[config.mk]
export PLATFORM = sky130hd
export DESIGN_NAME = ccff_loader
export DESIGN_NICKNAME = d
export VERILOG_FILES = /design/src/rtl/ccff_loader.sv
export SDC_FILE = /design/constraint.sdc
export NUM_CORES = 1
export LEC_CHECK = 0
export BUFFER_PORTS_ARGS = -buffer_cell sky130_fd_sc_hd__buf_2
export CAP_MARGIN = 20
export CORE_MARGIN = 4
export CORE_UTILIZATION = 50
export CTS_CLUSTER_DIAMETER = 80
export DETAILED_ROUTE_END_ITERATION = 10
export GPL_ROUTABILITY_DRIVEN = 0
export PLACE_DENSITY = 0.68
export SLEW_MARGIN = 25
export SYNTH_ARGS = -nofsm -noshare
export SYNTH_HDL_FRONTEND = slang
export SYNTH_SLANG_ARGS = --single-unit
[constraint.sdc]
create_clock -name prog_clk -period 4.6 [get_ports prog_clk]
set_input_delay 0.23 -clock prog_clk [delete_from_list [all_inputs] [get_ports prog_clk]]
set_output_delay 0.23 -clock prog_clk [all_outputs]
set_load 0.1 [all_outputs]
[src/rtl/ccff_loader.sv]
// ccff_loader: takes bitstream words from a valid/ready stream, shifts them
// MSB-first into the fabric configuration chain, and gates prog_clk so the
// chain only moves on real bits. Bits falling out of ccff_tail on those same
// shifts are packed into readback words.
//
// state | meaning
// ------+---------------------------------------------------------------
// IDLE  | no session; stream not accepted, waiting for start
// LOAD  | session running; words accepted and shifted into the chain
// DONE  | single-cycle completion pulse, then back to IDLE

module ccff_loader #(
  parameter int CHAIN_LEN = 64,
  parameter int WORD_W    = 8,
  parameter int CNT_W     = 16
) (
  input  logic              prog_clk,
  input  logic              pReset_n,
  input  logic              start,
  output logic              busy,
  output logic              done,
  input  logic [WORD_W-1:0] s_data,
  input  logic              s_valid,
  output logic              s_ready,
  output logic              ccff_head,
  output logic              prog_clk_en,
  input  logic              ccff_tail,
  output logic [WORD_W-1:0] rb_data,
  output logic              rb_valid
);

  localparam int                PW      = $clog2(WORD_W + 1);
  localparam logic [CNT_W-1:0]  LEN_C   = CNT_W'(CHAIN_LEN);
  localparam logic [CNT_W-1:0]  LAST_C  = CNT_W'(CHAIN_LEN - 1);
  localparam logic [CNT_W-1:0]  WORD_C  = CNT_W'(WORD_W);
  localparam logic [PW-1:0]     FULL_P  = PW'(WORD_W);
  localparam logic [WORD_W-1:0] PTR_MSB = {1'b1, {(WORD_W-1){1'b0}}};

  typedef enum logic [1:0] {
    ST_IDLE = 2'd0,
    ST_LOAD = 2'd1,
    ST_DONE = 2'd2
  } state_e;

  state_e state_q, state_d;

  // Serialiser: sr holds bits still to be presented (next one at the MSB),
  // pend counts them; head/en are the registered chain-side outputs.
  logic [WORD_W-1:0] sr_q, sr_d;
  logic [PW-1:0]     pend_q, pend_d;
  logic              head_q, head_d;
  logic              en_q, en_d;
  logic [CNT_W-1:0]  bit_cnt_q, bit_cnt_d;
  logic [CNT_W-1:0]  acc_cnt_q, acc_cnt_d;

  // Readback: rb_ptr is a one-hot marking the slot the next tail bit fills,
  // so a word cut short by the chain end is already left-aligned.
  logic [WORD_W-1:0] rb_sh_q, rb_sh_d;
  logic [WORD_W-1:0] rb_ptr_q, rb_ptr_d;
  logic [WORD_W-1:0] rb_data_q, rb_data_d;
  logic              rb_valid_q, rb_valid_d;

  logic              start_ok;
  logic              xfer;
  logic              last_bit;
  logic [CNT_W-1:0]  rem_bits;
  logic [PW-1:0]     take_bits;
  logic [WORD_W-1:0] rb_word;

  // Handshake, end-of-chain detect, and how many bits of a new word are used.
  always_comb begin
    start_ok  = (state_q == ST_IDLE) && start;
    xfer      = s_valid && s_ready;
    last_bit  = en_q && (bit_cnt_q == LAST_C);
    rem_bits  = LEN_C - acc_cnt_q;
    take_bits = (rem_bits >= WORD_C) ? FULL_P : rem_bits[PW-1:0];
    rb_word   = rb_sh_q | (rb_ptr_q & {WORD_W{ccff_tail}});
  end

  // FSM state register.
  always_ff @(posedge prog_clk or negedge pReset_n) begin
    if (!pReset_n) begin
      state_q <= ST_IDLE;
    end else begin
      state_q <= state_d;
    end
  end

  // FSM next-state: only IDLE honours start; the final shift ends LOAD.
  always_comb begin
    state_d = state_q;
    case (state_q)
      ST_IDLE: if (start) state_d = ST_LOAD;
      ST_LOAD: if (last_bit) state_d = ST_DONE;
      ST_DONE: state_d = ST_IDLE;
      default: state_d = ST_IDLE;
    endcase
  end

  // FSM outputs; s_ready opens when nothing is pending beyond the bit on head.
  always_comb begin
    busy        = (state_q == ST_LOAD);
    done        = (state_q == ST_DONE);
    s_ready     = (state_q == ST_LOAD) && (acc_cnt_q < LEN_C) && (pend_q == '0);
    ccff_head   = head_q;
    prog_clk_en = en_q;
    rb_data     = rb_data_q;
    rb_valid    = rb_valid_q;
  end

  // Datapath next-state: serialise words, count shifts, assemble readback.
  always_comb begin
    sr_d       = sr_q;
    pend_d     = pend_q;
    head_d     = head_q;
    en_d       = 1'b0;
    bit_cnt_d  = bit_cnt_q;
    acc_cnt_d  = acc_cnt_q;
    rb_sh_d    = rb_sh_q;
    rb_ptr_d   = rb_ptr_q;
    rb_data_d  = rb_data_q;
    rb_valid_d = 1'b0;

    if (start_ok) begin
      sr_d      = '0;
      pend_d    = '0;
      bit_cnt_d = '0;
      acc_cnt_d = '0;
      rb_sh_d   = '0;
      rb_ptr_d  = PTR_MSB;
    end else begin
      if (en_q) begin
        bit_cnt_d = bit_cnt_q + CNT_W'(1);
      end

      if (en_q && (pend_q != '0)) begin
        head_d = sr_q[WORD_W-1];
        sr_d   = sr_q << 1;
        pend_d = pend_q - PW'(1);
        en_d   = 1'b1;
      end else if (xfer) begin
        // A short final word keeps only its leading bits; the rest never
        // reach the chain because pend stops short of them.
        head_d    = s_data[WORD_W-1];
        sr_d      = s_data << 1;
        pend_d    = take_bits - PW'(1);
        acc_cnt_d = acc_cnt_q + CNT_W'(take_bits);
        en_d      = 1'b1;
      end

      if (en_q) begin
        if (rb_ptr_q[0] || last_bit) begin
          rb_data_d  = rb_word;
          rb_valid_d = 1'b1;
          rb_sh_d    = '0;
          rb_ptr_d   = PTR_MSB;
        end else begin
          rb_sh_d  = rb_word;
          rb_ptr_d = rb_ptr_q >> 1;
        end
      end
    end
  end

  // Datapath registers.
  always_ff @(posedge prog_clk or negedge pReset_n) begin
    if (!pReset_n) begin
      sr_q       <= '0;
      pend_q     <= '0;
      head_q     <= 1'b0;
      en_q       <= 1'b0;
      bit_cnt_q  <= '0;
      acc_cnt_q  <= '0;
      rb_sh_q    <= '0;
      rb_ptr_q   <= PTR_MSB;
      rb_data_q  <= '0;
      rb_valid_q <= 1'b0;
    end else begin
      sr_q       <= sr_d;
      pend_q     <= pend_d;
      head_q     <= head_d;
      en_q       <= en_d;
      bit_cnt_q  <= bit_cnt_d;
      acc_cnt_q  <= acc_cnt_d;
      rb_sh_q    <= rb_sh_d;
      rb_ptr_q   <= rb_ptr_d;
      rb_data_q  <= rb_data_d;
      rb_valid_q <= rb_valid_d;
    end
  end

endmodule

Yosys cells after proc, flatten, opt, wreduce, memory -nomap -nowiden

Cells that the tools add are included.

$add $sub $neg: 5
Multiply operators: 0
Divide/modulo/power cells: 0
Magnitude comparators: 2
Equality and inequality tests: 6
Shift operators: 0
Multiplexer cells: 29
Bitwise operators: 3
Reduce and logical (&&, ||, !) cells: 18

Operators with widths:

| kind                                                         | number |
|---|---|
| two-way mux 16 bit                                           | 5 |
| two-way mux 8 bit                                            | 9 |
| adder 16 x 1 -> 16 bit (second input constant)               | 1 |
| adder 16 x 4 -> 16 bit                                       | 1 |
| == test 16 x 6 -> 1 bit (second input constant)              | 1 |
| >= comparator 16 x 4 -> 1 bit (second input constant)        | 1 |
| less-than comparator 16 x 7 -> 1 bit (second input constant) | 1 |
| two-way mux 4 bit                                            | 4 |
| subtractor 7 x 16 -> 16 bit (first input constant)           | 1 |
| bitwise AND 8 bit                                            | 1 |
| two-way mux 1 bit                                            | 8 |
| bitwise OR 8 bit                                             | 1 |
| subtractor 4 x 1 -> 4 bit (second input constant)            | 2 |
| logical AND 1 bit                                            | 6 |
| AND reduction 2 bit                                          | 3 |
| nonzero test 2 bit                                           | 3 |
| logical NOT 4 bit                                            | 1 |
| two-way mux 2 bit                                            | 2 |
| inequality test 2 bit (second input constant)                | 2 |
| case mux 2 bit (2 select lines)                              | 1 |
| nonzero test 4 bit                                           | 1 |
| AND reduction 3 bit                                          | 1 |
| nonzero test 3 bit                                           | 1 |
| == test 2 x 1 -> 1 bit (second input constant)               | 1 |
| other kinds (5)                                              | 5 |

Bits in registers: 73
Latch bits: 0
Bits in writable memories: 0
Memory bits (read-only): 0
Bits of input ports: 13
Output and inout port bits: 14
Memories kept: 0

Depth between registers and ports, before layout

Depth after elaboration: 7
Mapped depth: 17
Mapped depth without buffers: 15

Worst setup path before layout

OpenSTA, ideal clock, no wires.

Path type: register to register
Start: register state_q[1]
End: register pend_q[3]
Arrival: 4.358 ns
Data required time: 4.490 ns
Path slack: 0.132 ns
Stages on the path, launching flop included: 9
Path buffers: 1
Clock period less this slack: 4.468 ns
Cell sequence: dfrtp_1 > nand2b_1 > inv_1 > nand3_1 > nor3_1 > and2_1 > clkbuf_1 > nand2_1 > o41ai_1

Longest elaborated chain between the ends: 5
Elaborated cells on any way between the ends: 8
Classes of those cells: 1 x eq/ne; 1 x mux; 6 x reduce/logical

Ends and longest elaborated chain:

| item                            | line | RTL |
|---|---|---|
| start, declared                 | 45   | `state_e state_q, state_d;` |
| start signal, assigned          | 85   | `state_q <= state_d;` |
| == test 2 x 1 -> 1 bit          | n/a  |  |
| via busy                        | 20   | `output logic busy,` |
| logical AND 1 bit (2 in series) | 104  | `s_ready = (state_q == ST_LOAD) && (acc_cnt_q < LEN_C) && (pend_q == '0);` |
| via s_ready                     | 24   | `output logic s_ready,` |
| logical AND 1 bit               | 73   | `xfer = s_valid && s_ready;` |
| nonzero test 3 bit (no line)    | n/a  |  |
| end signal, assigned            | 180  | `pend_q <= pend_d;` |
| end, declared                   | 50   | `logic [PW-1:0] pend_q, pend_d;` |

The timed path passes the listed nets, and every way through them passes these cells.
A chain may end at the register's enable or synchronous reset.

Final worst setup path

Start: register acc_cnt_q[1]
End: register acc_cnt_q[6]

Longest elaborated chain between the ends: 7
Elaborated cells on any way between the ends: 13
Classes of those cells: 2 x add/sub; 2 x order compare; 4 x mux; 5 x reduce/logical

Ends and longest elaborated chain:

| item                          | line | RTL |
|---|---|---|
| start, declared               | 54   | `logic [CNT_W-1:0] acc_cnt_q, acc_cnt_d;` |
| start signal, assigned        | 184  | `acc_cnt_q <= acc_cnt_d;` |
| subtractor 7 x 16 -> 16 bit   | 75   | `rem_bits = LEN_C - acc_cnt_q;` |
| >= comparator 16 x 4 -> 1 bit | 76   | `take_bits = (rem_bits >= WORD_C) ? FULL_P : rem_bits[PW-1:0];` |
| two-way mux 4 bit             | 76   |  |
| adder 16 x 4 -> 16 bit        | 147  | `acc_cnt_d = acc_cnt_q + CNT_W'(take_bits);` |
| two-way mux 16 bit            | 141  | `end else if (xfer) begin` |
| two-way mux 16 bit            | 136  | `if (en_q && (pend_q != '0)) begin` |
| two-way mux 16 bit            | 124  | `if (start_ok) begin` |

Several ways; a longest one is shown, not always the timed one. The select of a mux whose other input is x is not followed.

==> impl_metrics.env <==
export IMPL_num_vias=2791
export IMPL_synth_largest_area_cell="dfrtp_1"
export IMPL_finalHoldWorstSlack_ps=55.2
export IMPL_syn_area_um2=3550
export IMPL_final_cell_area_um2=3960
export IMPL_grt_antenna_before_repair=0
export IMPL_ios=27
export IMPL_syn_area_per_cell_um2=9.56
export IMPL_cts_sinks=72
export IMPL_grt_pass1_vias=2656
export IMPL_yosysSeqAreaShare_pct=50.8
export IMPL_postCtsHoldBufs=0
export IMPL_power_mw=1.20
export IMPL_setup_tns_ps=0
export IMPL_fin_util_pct=58.0
export IMPL_core_um2=6830
export IMPL_grt_max_degree=73
export IMPL_area_growth_syn_to_layout_pct=11.7
export IMPL_reg2reg_depth=13
export IMPL_start_kind="flop"
export IMPL_rsz0062_at_grt="no"
export IMPL_antennaDiodeCount=0
export IMPL_status="completed"
export IMPL_die_area_um2=8510
export IMPL_internal_power_uw=944
export IMPL_drive_gt1_share_pct=12.8
export IMPL_fmax_mhz=264
export IMPL_start_util_pct=51.9
export IMPL_fin_crit_ps=3790
export IMPL_power_switching_uw=258
export IMPL_placed_cells=479
export IMPL_synth_edf_count=0
export IMPL_synthFlopType="dfrtp_1"
export IMPL_clk_latency_ps=340
export IMPL_nets=413
export IMPL_avgRoutedWirePerCell_um=14.6
export IMPL_synth_fp_nets=390
export IMPL_p_sw_share_pct=21.4
export IMPL_drc=0
export IMPL_hold_viol_final=0
export IMPL_cap_violations=0
export IMPL_placed_cell_area_um2=3740
export IMPL_power_density_nw_per_um2=303
export IMPL_async_flop_share_pct=100
export IMPL_setup_ws_ps=813
export IMPL_leakagePower_nw=1.85
export IMPL_cts_root_buffer_cell="clkbuf_8"
export IMPL_first_iter_violations=215
export IMPL_netlist_instances=371
export IMPL_worstSetupEndpointType="flop"
export IMPL_die_width_um=92.2
export IMPL_cts_tree="built"
export IMPL_synthTopCellsByArea="dfrtp_1 (50%), nor2_1 (5.4%), a21oi_1 (4.1%), nand2_1 (3.4%), xor2_1 (2.5%)"
export IMPL_yosysMostFrequentCell="dfrtp_1"
export IMPL_tightest_slew_ps=904
export IMPL_p_seq_share_pct=52.8
export IMPL_power_frac_clock_pct=45.4
export IMPL_ant_nets=0
export IMPL_reg2reg_from="acc_cnt_q[1]"
export IMPL_drt_wl_total_mm=7.22
export IMPL_cts_setup_buffers=0
export IMPL_synth_top_cell_area_share_pct=50.1
export IMPL_critPathKind="reg2reg"
export IMPL_htreeDepth=3
export IMPL_row_count=30
export IMPL_cts_buffers=9
export IMPL_worstPathRequired_ps=4850
export IMPL_crit_path_start="acc_cnt_q[1]"
export IMPL_via_per_inst=5.64
export IMPL_clock_path_buffers=2
export IMPL_die_h_um=92.2
export IMPL_grt_util_all_layers_pct=18.7
export IMPL_pre_cts_slack_ps=908
export IMPL_finalCritPeriodShare_pct=82.3
export IMPL_cts_resized=0
export IMPL_netlist_top_cells_count="dfrtp_1 (71), nor2_1 (51), nand2_1 (32), a21oi_1 (29), o21ai_0 (16)"
export IMPL_io_buffers=26
export IMPL_firstDrtPassIters=5
export IMPL_grt_pass1_wl_mm=12.7
export IMPL_slew_headroom_pct=39.7
export IMPL_synth_cell_types=48
export IMPL_setup_viol=0
export IMPL_hp_class="in2async"
export IMPL_combPwrFrac_pct=1.8
export IMPL_synth_warnings=0
export IMPL_slew_violations=0
export IMPL_fin_skew_ps=8.46
export IMPL_place_hpwl_mm=4.84
export IMPL_critical_path_max_fanout=11
export IMPL_path_clk_slew_ps=80
export IMPL_crit_arrival_ps=4040
export IMPL_stdcell_count=495
export IMPL_peakVddDrop_uv=195
export IMPL_synth_seq_cells=72
export IMPL_gr_total_overflow=0
[worst paths after layout]
check,to,slack (ps)
setup / recovery,acc_cnt_q[6],810
hold / removal,sr_q[3],60
setup reg to reg,acc_cnt_q[6],810
hold reg to reg,ccff_head,480
max in group asynchronous,prog_clk_en,3940
min in group prog_clk,sr_q[1],100
[power groups by stage]
stage / Clock, mW / Combinational, mW / Sequential [mW]
after floorplan: 0 / 0.00322 / 0.647
after global placement: 0 / 0.0226 / 0.647
after detailed placement: 0 / 0.0227 / 0.647
after CTS: 0.558 / 0.0227 / 0.634
after global routing: 0.590 / 0.0251 / 0.635
final: 0.546 / 0.0214 / 0.635
[flip-flops by register name, indices dropped and copies added, names as in the netlist]
register and count:
state_q 2, rb_data 8, rb_sh_q 8, rb_ptr_q 8
prog_clk_en 1, rb_valid 1, acc_cnt_q 16, sr_q 7
pend_q 4, bit_cnt_q 16, ccff_head 1
[logic make-up (layout without fill, tap and decap cells)]
group                    after synthesis  in the layout  share of synthesized area, %
XOR/XNOR                              17             17                          4.20
AND/OR/NAND/NOR                      153            153                          21.7
buffers and inverters                 28             56                          3.17
adder cells (fa/ha/maj)                6              6                          2.33
multiplexers                           9              9                          2.75
flip-flops                            72             72                          50.8
AO/OA/AOI/OAI                         86             86                          15.1
[final cells by class]
type	count	area, µm²
Fill cell	606	2870
Sequential cell	72	1800
Multi-Input combinational cell	271	1630
Timing Repair Buffer	27	138
Clock buffer	9	124
Tap cell	96	120
Clock inverter	7	96.3
Inverter	13	48.8
[placed cells by master (no fill, tap or decap), drive strengths merged, types with 2 or more instances in the layout]
cell	n
bufinv	2
nor3	6
a32oi	3
nor2	51
mux2i	6
buf	27
o21ai	18
or4	5
nand3b	3
clkinv	2
dfrtp	71
clkbuf	9
ha	5
and3	7
xor2	10
clkinvlp	3
mux2	3
nand2	32
a22oi	8
inv	13
a22o	9
o22ai	4
a31oi	6
xnor2	7
o211ai	2
nor2b	3
nor4	6
or3	5
nand2b	2
a21o	3
and2	14
nand4	4
a21oi	29
nand3	11
[metal layers]
layer,global-route usage [%],wire [µm],vias to the layer above
met1,25.8,3470,1336
met2,28.3,3260,76
li1,-,-,1360
met5,0,0,-
met3,5.25,371,19
met4,6.31,124,0
[worst max-delay path: stages, from the launching register on]
cell and delay [ps]:
dfrtp_1 430, inv_1 140, ha_1 410, nand3b_1 150
or4_1 430, a311oi_1 300, and3_2 370, and2_1 220
inv_1 70, fa_1 470, nor3_1 240, a22o_1 190
o2111ai_1 110, a21oi_1 170
Power figures use the tool's default switching activity.
